==> src/rtl/fetch_sequencer.sv <==
// fetch_sequencer: multi-cycle FETCH/EXEC sequencer for the 9-bit core.
// Owns the program counter, handshakes with instruction memory, loads the
// instruction register, gates architectural writes and counts retirements.
module fetch_sequencer #(
  parameter int PC_W       = 10,
  parameter int START_ADDR = 0,
  parameter int CNT_W      = 16
) (
  input  logic             CLK,
  input  logic             reset,
  input  logic             start,
  input  logic             InstrValid,
  input  logic             Branch,
  input  logic             BranchTaken,
  input  logic [PC_W-1:0]  Target,
  input  logic             HALT,
  output logic [PC_W-1:0]  PC,
  output logic             InstrReq,
  output logic             IR_en,
  output logic             ExecEn,
  output logic             Done,
  output logic [CNT_W-1:0] Retired
);

  localparam logic [PC_W-1:0] LP_START = PC_W'(START_ADDR);

  typedef enum logic [1:0] {
    S_IDLE  = 2'd0,
    S_FETCH = 2'd1,
    S_EXEC  = 2'd2,
    S_DONE  = 2'd3
  } state_t;

  state_t           r_state;
  logic [PC_W-1:0]  r_pc;
  logic [CNT_W-1:0] r_retired;
  logic             r_instr_req;
  logic             r_exec_en;
  logic             r_done;
  logic             w_ir_en;

  // Sequencer FSM: state, PC, retirement counter and registered strobes.
  // The registered strobes are set on the transition into the state that
  // owns them so they exactly track FETCH / EXEC / DONE.
  always_ff @(posedge CLK) begin
    if (reset) begin
      r_state     <= S_IDLE;
      r_pc        <= LP_START;
      r_retired   <= '0;
      r_instr_req <= 1'b0;
      r_exec_en   <= 1'b0;
      r_done      <= 1'b0;
    end else begin
      case (r_state)
        S_IDLE, S_DONE: begin
          if (start) begin
            r_state     <= S_FETCH;
            r_pc        <= LP_START;
            r_retired   <= '0;
            r_instr_req <= 1'b1;
            r_done      <= 1'b0;
          end
        end
        S_FETCH: begin
          if (InstrValid) begin
            r_state     <= S_EXEC;
            r_instr_req <= 1'b0;
            r_exec_en   <= 1'b1;
          end
        end
        S_EXEC: begin
          r_exec_en <= 1'b0;
          if (r_retired != {CNT_W{1'b1}}) begin
            r_retired <= r_retired + 1'b1;
          end
          // Halt wins over a taken branch; PC stays on the halt instruction.
          if (HALT) begin
            r_state <= S_DONE;
            r_done  <= 1'b1;
          end else begin
            r_state     <= S_FETCH;
            r_instr_req <= 1'b1;
            if (Branch && BranchTaken) begin
              r_pc <= Target;
            end else begin
              r_pc <= r_pc + 1'b1;
            end
          end
        end
        default: begin
          r_state     <= S_IDLE;
          r_instr_req <= 1'b0;
          r_exec_en   <= 1'b0;
          r_done      <= 1'b0;
        end
      endcase
    end
  end

  // IR load is the only Mealy strobe: accept the word in the cycle memory
  // reports it valid. Strobes are also held low while reset is asserted.
  always_comb begin
    w_ir_en = r_instr_req & InstrValid & ~reset;
  end

  assign PC       = r_pc;
  assign Retired  = r_retired;
  assign InstrReq = r_instr_req & ~reset;
  assign IR_en    = w_ir_en;
  assign ExecEn   = r_exec_en & ~reset;
  assign Done     = r_done & ~reset;

endmodule

==> config.mk <==
export PLATFORM = sky130hd
export DESIGN_NAME = fetch_sequencer
export DESIGN_NICKNAME = d
export VERILOG_FILES = /design/src/rtl/fetch_sequencer.sv
export SDC_FILE = /design/constraint.sdc
export NUM_CORES = 1
export LEC_CHECK = 0
export BUFFER_PORTS_ARGS = -buffer_cell sky130_fd_sc_hd__buf_2
export CAP_MARGIN = 20
export CELL_PAD_IN_SITES_DETAIL_PLACEMENT = 1
export CELL_PAD_IN_SITES_GLOBAL_PLACEMENT = 2
export CORE_UTILIZATION = 30
export DETAILED_ROUTE_END_ITERATION = 7
export MAX_ROUTING_LAYER = met4
export PLACE_DENSITY_LB_ADDON = 0.08
export SLEW_MARGIN = 20
export SYNTH_ARGS = -nofsm -noshare
export SYNTH_HDL_FRONTEND = slang
export SYNTH_SLANG_ARGS = --single-unit
==> constraint.sdc <==
create_clock -name CLK -period 2.5 [get_ports CLK]
set_input_delay 0.5 -clock CLK [delete_from_list [all_inputs] [get_ports CLK]]
set_output_delay 0.5 -clock CLK [all_outputs]
set_load 0.02 [all_outputs]
* Word level (Yosys, flattened, before mapping)
Cells that the tools add are included.
** Word-level totals
- Input port bits :: 17
- Bits in registers :: 31
- Word-level logic and storage cells :: 54
** Cells by class
- Bitwise operators :: 6
- Reductions and logical operators :: 11
- Equal/unequal tests :: 9
- Add/subtract/negate cells :: 2
- Mux-type cells :: 20
** Operators with widths (number)
- 16-bit 2-to-1 mux :: 2
- 16-bit case mux with 2 select lines :: 1
- 10-bit 2-to-1 mux :: 3
- 10-bit case mux with 2 select lines :: 1
- 16-bit by 1-bit adder with 16-bit output (second input constant) :: 1
- 16-bit != test (second input constant) :: 1
- 3-bit AND reduction :: 4
- 10-bit by 1-bit adder with 10-bit output (second input constant) :: 1
- 2-bit != test (second input constant) :: 5
- 1-bit 2-to-1 mux :: 6
- 2-bit 2-to-1 mux :: 3
- 2-bit case mux with 3 select lines :: 1
- 1-bit bitwise AND :: 5
- 2-bit == test (second input constant) :: 2
- 1-bit case mux with 2 select lines :: 2
- 2-bit AND reduction :: 2
- 2-bit nonzero test :: 2
- 1-bit case mux with 3 select lines :: 1
- 2-bit by 1-bit == test with 1-bit output (second input constant) :: 1
- 2-bit zero test :: 1
- 2-bit OR reduction :: 1
- 1-bit logical AND :: 1
- 1-bit NOT :: 1

* Longest topological paths before layout
Gate-level depths: netlist of run 1.
- Depth after elaboration :: 4
- Mapped depth :: 8
- Gate-level depth less buffers :: 7

* Least setup slack after synthesis of run 1
Ideal clock, no wire load.
- Path kind :: register to register
- From :: register r_retired[0] (netlist: Retired[0])
- To :: register r_retired[3] (netlist: Retired[3])
- Clock period less this slack :: 1.859 ns
- Arrival :: 1.736 ns
- Stages on the path, launching flop included :: 7
- Data required time :: 2.377 ns
- Slack :: 0.641 ns
- Cells stage by stage :: dfxtp_1 -> ha_1 -> nand4_2 -> nor2_4 -> a31oi_4 -> nand4_1 -> mux2_1
** Between the ends
- Longest elaborated chain between the ends :: 3
- Elaborated cells on any way between the ends :: 6
- Those cells by class :: add/sub (1); eq/ne (2); mux (2); reduce/logical (1)
** Ends and longest elaborated chain
- start: declaration :: line 36 : logic [CNT_W-1:0] r_retired;
- start signal: assignment :: line 74 : r_retired <= r_retired + 1'b1;
- 16-bit by 1-bit adder with 16-bit output / 16-bit != test (equally long branches) :: line 74, 73
- 16-bit 2-to-1 mux / 2-bit != test (equally long branches)
- 16-bit case mux with 2 select lines / 3-bit AND reduction (equally long branches)
Several ways; a longest one is shown, not always the timed one. The select of a mux whose other input is x is not followed.
A chain may end at the register's enable or synchronous reset.

* Worst setup path in the final report of run 1
- From :: register r_state[0]
- To :: register r_retired[3] (netlist: Retired[3])
** Between the ends
- Longest elaborated chain between the ends :: 4
- Elaborated cells on any way between the ends :: 9
- Those cells by class :: eq/ne (4); mux (1); reduce/logical (4)
** Ends and longest elaborated chain
- start: declaration :: line 34 : state_t r_state;
- start signal: assignment :: line 47 : r_state <= S_IDLE;
- start signal: assignment :: line 57 : r_state <= S_FETCH;
- start signal: assignment :: line 66 : r_state <= S_EXEC;
- 2-bit == test / 2-bit zero test (equally long branches) :: line 54 : case (r_state)
- 2-bit OR reduction :: line 54
- 2-bit != test (no source line) / 2-bit nonzero test (equally long branches)
- 3-bit AND reduction (no source line)
Several ways; a longest one is shown, not always the timed one.

==> results of run 1 <==
metal layers:
layer	routed length (um)	GRT usage (%)
met1	2780	25.8
met2	2180	25.8
met3	141	3.75
met4	65	5.89
met5	0	-
how the worst max path moves through the flow:
stage,depth (start not counted),to,from,slack (ns)
after global placement,6,PC[8]$_SDFFE_PP0P_,r_state[0]$_SDFFE_PP0P_,0.50
final,6,Retired[3]$_SDFFE_PP0P_,r_state[0]$_SDFFE_PP0P_,0.45
after CTS,6,PC[8]$_SDFFE_PP0P_,r_state[0]$_SDFFE_PP0P_,0.44
after global routing,7,PC[0]$_SDFFE_PP0P_,r_state[0]$_SDFFE_PP0P_,0.26
after floorplan,6,Retired[3]$_SDFFE_PP0P_,Retired[0]$_SDFFE_PP0P_,0.64
after detailed placement,6,PC[8]$_SDFFE_PP0P_,r_state[0]$_SDFFE_PP0P_,0.45
sequential cells by signal, summed over array words and instances, names as in the netlist:
| register | count |
|---|---|
| r_state | 2 |
| r_instr_req | 1 |
| Retired | 16 |
| r_done | 1 |
| r_exec_en | 1 |
| PC | 10 |
cells by family after synthesis:
group	count (synthesis)
buf+inv	18
simple gates	105
fa+ha+maj	4
flops	31
mux	5
compound gates	55
xor+xnor	8
per-stage QoR:
| stage | util [%] | cell area [sq um] | hold slack, ns |
|---|---|---|---|
| CTS | 38.1 | 2260 | 0.492 |
| global placement | 36.5 | 2160 | 0.479 |
| floorplan | - | 1840 | 0.447 |
| global route | 38.1 | 2260 | 0.511 |
| detailed placement | 36.5 | 2160 | 0.497 |
| finish | 38.1 | 2260 | 0.496 |
layout make-up:
class	count	area, sq um
Clock buffer	8	100
Inverter	8	30.0
Tap cell	75	93.8
Multi-Input combinational cell	177	1150
Timing Repair Buffer	51	268
Sequential cell	31	621
Fill cell	741	3660
report_power, final:
part	internal, mW	switching (mW)
clock	0.251	0.200
combinational	0.0609	0.0995
sequential	0.501	0.00507
tightest hold or removal path: cells and delay by family:
family	cells	cell delay, ns
simple gates	1	0.06
compound gates	1	0.07
buf+inv	1	0.09
synthesized netlist by cell type, types with 2 or more instances:
master / instances
nor2_1: 28
a22oi_1: 2
nor2b_1: 8
o31ai_1: 3
a22o_1: 2
mux2_1: 2
nand4b_4: 2
nand3b_1: 2
dfxtp_1: 31
o32ai_1: 3
xnor2_1: 7
a21oi_1: 20
nor4_1: 3
and2_1: 2
nand2b_1: 4
a31oi_1: 2
a32oi_1: 3
nand2_1: 20
nand4_1: 4
clkbuf_1: 6
o21ai_0: 4
buf_2: 4
and3_1: 2
mux2i_1: 2
a211oi_1: 2
o21ai_1: 6
nor3_1: 7
inv_1: 8
ha_1: 4
nand3_1: 11
==> results.txt, run 1 <==
asr flop ratio synth: 0%
vias in the first global route: 1718
Hold EP: PC[7]$_SDFFE_PP0P_
synthesized netlist cell count: 226
final number of max-transition violations: 0
core area: 5920 sq um
largest family of logic cells by synthesized area: simple AND/OR/NAND/NOR gates
synth top area cells: dfxtp_1 34%, nor2_1 5.7%, a21oi_1 5.4%, nand2_1 4.1%, xnor2_1 3.3%
xor/xnor share of the synthesized area: 3.81%
Clock Latency Late Sink: 0.29 ns
Final Skew: 0.00634 ns
Final nets: 295
top-area cell type share of the netlist area: 33.7%
worst setup slack after layout: 0.446 ns
post-synthesis adder-cell area fraction: 2.72%
Startpoint Class: register
CP required: 2.68 ns
multiplexer share of the synthesized area: 3.06%
post-DR wirelength/cell: 14.8 um
fmax: 487 MHz
WL final: 5.17 mm
CP peak stage delay: 0.54 ns
initial DRC count: 53
Post-CTS Repair Setup Buffers: 0
worst IR drop on VDD: 0.166 mV
area of the mapped netlist: 1840 sq um
Worst slew margin: 59.3%
Worst-path clk slew: 0.07 ns
H-tree depth: 2
Area growth syn-to-layout: 22.8%
Worst Hold Depth: 3
compound-gate portion of the synthesized area: 20.0%
Hold Vio Cnt, Final: 0
R2R Setup Slk: 0.45 ns
Num CTS Buffers: 5
Max clock buf depth: 2
synth unique cells: 52
layout cells sized above 1: 25.8%
Worst setup EP type: register
slowest cell on the critical path: mux2i_2
Antenna Cells: 0
Total GRT Usage: 18.3%
worst flop-to-flop path startpoint: r_state[0]$_SDFFE_PP0P_
Syn Area/Cell: 8.14 sq um
worst-margin pin slew: 0.607 ns
Post-Synth Simple-Gate Area: 32.7%
CP Class: register to register
Power Dens Cells: 495 nW/um^2
reg2reg path depth: 6
RR Endpoint: Retired[3]$_SDFFE_PP0P_
Die Span Y: 80.3 um
Setup Slack @ Placement: 0.448 ns
post-cts resize count: 0
most common cell after layout, fill and taps aside: buf_2
first-pass GRT wire length: 8.71 mm
antenna violations before repair: 0
unrepaired setup endpoints after global routing: no
sequential fraction of the synthesis area: 33.7%
CTS tree: done
total power: 1.12 mW
maximum fanout along the worst path: 10
drt pass-1 iters: 6
TNS Setup: 0 ns
final setup vio count: 0
hold buffer count at cts: 0
final worst path period need: 2.05 ns
clk root buf: clkbuf_8
Ys Warns: 0
non-filler cells, final: 350
Post-synth EDFFs: 0
DP HPWL: 3.90 mm
drc violations: 0
gr ovfl total: 0
Vias: 1821
Antenna Nets Post-Route: 0
commonest cells after routing, fill and taps aside: 46 x buf_2, 31 x dfxtp_1, 28 x nor2_1
Die X: 80.3 um
# IOs: 47
row count: 28
clock sinks: 31
Final Wtd Congestion: 0.781
MaxCap Viol Count: 0
number of instances in the placed design: 342
Die ar.: 6450 sq um
Starting Density: 31.1%
crit share post-route: 82.2%
worst min-delay path class: input pin to register
WP data arrival: 2.23 ns
#FFs+latches synth: 31
largest net degree at the start of global routing: 20
leading area contributor after synthesis: dfxtp_1
ys flop type: dfxtp_1
worst hold start: Target[7]
Buf/Inv on CP: 1
status: complete, no violations
worst-path cell chain: inv_1, ha_1, mux2i_2, a31oi_4, nand4_1, mux2_1
Mapped Nets: 247
leakage power: 0.895 nW
number of port buffers: 46
cell family with the largest share of critical-path delay: multiplexers
vias per inst: 5.20
(Power assumes the default switching activity.)
==> run 2, diff against run 1 <==
--- a/config.mk
+++ b/config.mk
@@ -9,7 +9,7 @@
 export CAP_MARGIN = 20
 export CELL_PAD_IN_SITES_DETAIL_PLACEMENT = 1
 export CELL_PAD_IN_SITES_GLOBAL_PLACEMENT = 2
-export CORE_UTILIZATION = 30
+export CORE_UTILIZATION = 27
 export DETAILED_ROUTE_END_ITERATION = 7
 export MAX_ROUTING_LAYER = met4
 export PLACE_DENSITY_LB_ADDON = 0.08
==> constraint.sdc (replaced) <==
create_clock -name CLK -period 1.8 [get_ports CLK]
set_input_delay 0.36 -clock CLK [delete_from_list [all_inputs] [get_ports CLK]]
set_output_delay 0.36 -clock CLK [all_outputs]
set_load 0.02 [all_outputs]
==> run 2 against run 1 <==
The flow now finishes with violations (DRC). Worst hold slack lost 0.15 ns. First-iteration DRC count shrank 13%. Utilization increased by 0.41 points. Largest cell class unchanged. Highest routed layer unchanged.
==> results.txt, run 2 (same netlist as run 1, synthesis figures left out) <==
R2R Setup Slk: 0.07 ns (was 0.45 ns)
Starting Density: 28.5% (was 31.1%)
Combinational Power Share: 17.7% (was 14.4%)
crit share post-route: 95.9% (was 82.2%)
Hold EP: PC[7]$_SDFFE_PP0P_ (unchanged)
commonest cells after routing, fill and taps aside: 46 x buf_2, 30 x buf_4, 28 x nor2_1 (was 46 x buf_2, 31 x dfxtp_1, 28 x nor2_1)
slowest cell on the critical path: or4_1 (was mux2i_2)
MaxCap Viol Count: 0 (unchanged)
failing checks: DRC
Max clock buf depth: 2 (unchanged)
Int Pwr: 1.18 mW (was 814 uW)
vias per inst: 4.95 (was 5.20)
Worst-path clk slew: 0.07 ns (about the same)
RR Endpoint: PC[8]$_SDFFE_PP0P_ (was Retired[3]$_SDFFE_PP0P_)
total power: 1.62 mW (was 1.12 mW)
Antenna Cells: 0 (unchanged)
met3 wire length: 172 um (was 141 um)
worst hold start: Target[7] (unchanged)
CP required: 2.02 ns (was 2.68 ns)
CP Class: register to register (unchanged)
TNS Setup: 0 ns (unchanged)
Antenna Nets Post-Route: 0 (unchanged)
WL final: 5.43 mm (was 5.17 mm)
reg2reg path depth: 6 (unchanged)
Total GRT Usage: 16.6% (was 18.3%)
Clock Latency Late Sink: 0.28 ns (was 0.29 ns)
worst min-delay path class: input pin to register (unchanged)
most common cell after layout, fill and taps aside: buf_2 (unchanged)
Hold Vio Cnt, Final: 0 (unchanged)
Buf/Inv on CP: 1 (unchanged)
unrepaired setup endpoints after global routing: yes (was no)
row count: 29 (was 28)
number of port buffers: 46 (unchanged)
Seq pwr share: 43.5% (was 45.3%)
Largest register FFs: 16 (unchanged)
drc violations: 6 (was 0)
post-DR wirelength/cell: 14.4 um (was 14.8 um)
Vias: 1871 (was 1821)
worst flop-to-flop path startpoint: r_state[0]$_SDFFE_PP0P_ (unchanged)
Post-Route M1 WL: 2.72 mm (was 2.78 mm)
drt pass-1 iters: 6 (unchanged)
# IOs: 47 (unchanged)
hold buffer count at cts: 0 (unchanged)
net switching power: 443 uW (was 304 uW)
DP HPWL: 4.14 mm (was 3.90 mm)
Power Dens Cells: 651 nW/um^2 (was 495 nW/um^2)
worst-path cell chain: inv_2, ha_4, nand2b_1, nand4b_4, or4_1, a31oi_1 (was inv_1, ha_1, mux2i_2, a31oi_4, nand4_1, mux2_1)
CTS tree: done (unchanged)
core area: 6460 sq um (was 5920 sq um)
status: finished, violations left (was complete, no violations)
H-tree depth: 2 (unchanged)
largest net degree at the start of global routing: 12 (was 20)
maximum fanout along the worst path: 7 (was 10)
Final Wtd Congestion: 0.766 (was 0.781)
CP peak stage delay: 0.52 ns (was 0.54 ns)
Num CTS Buffers: 5 (unchanged)
Clock Power Share: 38.9% (was 40.3%)
cell family with the largest share of critical-path delay: simple AND/OR/NAND/NOR gates (was multiplexers)
Startpoint Class: register (unchanged)
Worst setup EP type: register (unchanged)
fmax: 579 MHz (was 487 MHz)
Worst slew margin: 72.4% (was 59.3%)
detailed route wirelength on metal2: 2.47 mm (was 2.18 mm)
layout cells sized above 1: 34.6% (was 25.8%)
gr ovfl total: 0 (unchanged)
leakage power: 1.03 nW (was 0.895 nW)
Worst Hold Depth: 3 (unchanged)
Area growth syn-to-layout: 35.4% (was 22.8%)
antenna violations before repair: 0 (unchanged)
final setup vio count: 0 (unchanged)
Final Skew: 0.00357 ns (was 0.00634 ns)
number of instances in the placed design: 368 (was 342)
area post-placement: 2360 sq um (was 2160 sq um)
final worst path period need: 1.73 ns (was 2.05 ns)
initial DRC count: 46 (was 53)
worst IR drop on VDD: 0.263 mV (was 0.166 mV)
Top Metal Used: met4 (unchanged)
worst-margin pin slew: 0.415 ns (was 0.607 ns)
clock sinks: 31 (unchanged)
Final nets: 321 (was 295)
fin area: 2490 sq um (was 2260 sq um)
final core occ: 38.6% (was 38.1%)
final number of max-transition violations: 0 (unchanged)
Die X: 84.5 um (was 80.3 um)
non-filler cells, final: 378 (was 350)
sw frac: 27.3% (was 27.2%)
number of fill cells in the layout: 830 (was 741)
WP data arrival: 1.94 ns (was 2.23 ns)
vias in the first global route: 1845 (was 1718)
first-pass GRT wire length: 9.10 mm (was 8.71 mm)
Die ar.: 7150 sq um (was 6450 sq um)
Die Span Y: 84.5 um (was 80.3 um)
clk root buf: clkbuf_8 (unchanged)
run 2: cell types whose count changed in the layout (fill, tap and decap cells not counted), sizes merged:
| cell | previous run | this run |
|---|---|---|
| buf | 51 | 77 |
run 2: area by class of cell:
class | count | area, sq um | area share [%]
Clock buffer | 8 | 100 | 4.02
Inverter | 8 | 30.0 | 1.21
Multi-Input combinational cell | 177 | 1170 | 47.0
Sequential cell | 31 | 626 | 25.1
Tap cell | 77 | 96.3 | 3.87
Timing Repair Buffer | 77 | 467 | 18.7
run 2: worst reg2reg max path, stage by stage, from the launching register on:
cell	delay [ns]
dfxtp_2	0.34
inv_2	0.05
ha_4	0.25
nand2b_1	0.20
nand4b_4	0.14
or4_1	0.52
a31oi_1	0.16
run 2: routing by layer:
layer,GRT usage (%),vias up
met5,-,-
met2,25.9,33
met4,4.62,0
li1,-,963
met1,21.7,869
met3,3.34,6
run 2: how the worst max path moves through the flow:
stage | from | endpoint | slack [ns] | depth (start not counted)
floorplan | r_state[0]$_SDFFE_PP0P_ | Retired[3]$_SDFFE_PP0P_ | -0.004 | 8
detailed placement | r_state[0]$_SDFFE_PP0P_ | Retired[3]$_SDFFE_PP0P_ | -0.04 | 7
global placement | r_state[0]$_SDFFE_PP0P_ | Retired[3]$_SDFFE_PP0P_ | 0.03 | 7
finish | r_state[0]$_SDFFE_PP0P_ | PC[8]$_SDFFE_PP0P_ | 0.07 | 6
global route | r_state[0]$_SDFFE_PP0P_ | PC[8]$_SDFFE_PP0P_ | -0.003 | 6
CTS | r_state[0]$_SDFFE_PP0P_ | Retired[3]$_SDFFE_PP0P_ | 0.01 | 7
run 2: per-stage QoR:
step | hold slack (ns) | worst slack, ns
finish | 0.343 | 0.0732
global route | 0.353 | -0.00335
CTS | 0.335 | 0.0145
detailed placement | 0.474 | -0.0414
global placement | 0.468 | 0.0348
floorplan | 0.447 | -0.00442
run 2: timing repair:
item	in CTS	in global routing
pin swaps	1	0
endpoints found under the setup margin	2	3
resized for setup	3	3
setup buffers	2	0
run 2: power by group through the flow:
stage / Clock (mW) / Combinational (mW) / Sequential [mW]
2_1_floorplan: 0 / 0.162 / 0.718
3_3_place_gp: 0 / 0.267 / 0.718
3_5_place_dp: 0 / 0.271 / 0.718
4_1_cts: 0.662 / 0.287 / 0.703
5_1_grt: 0.686 / 0.318 / 0.704
6_report: 0.629 / 0.286 / 0.704
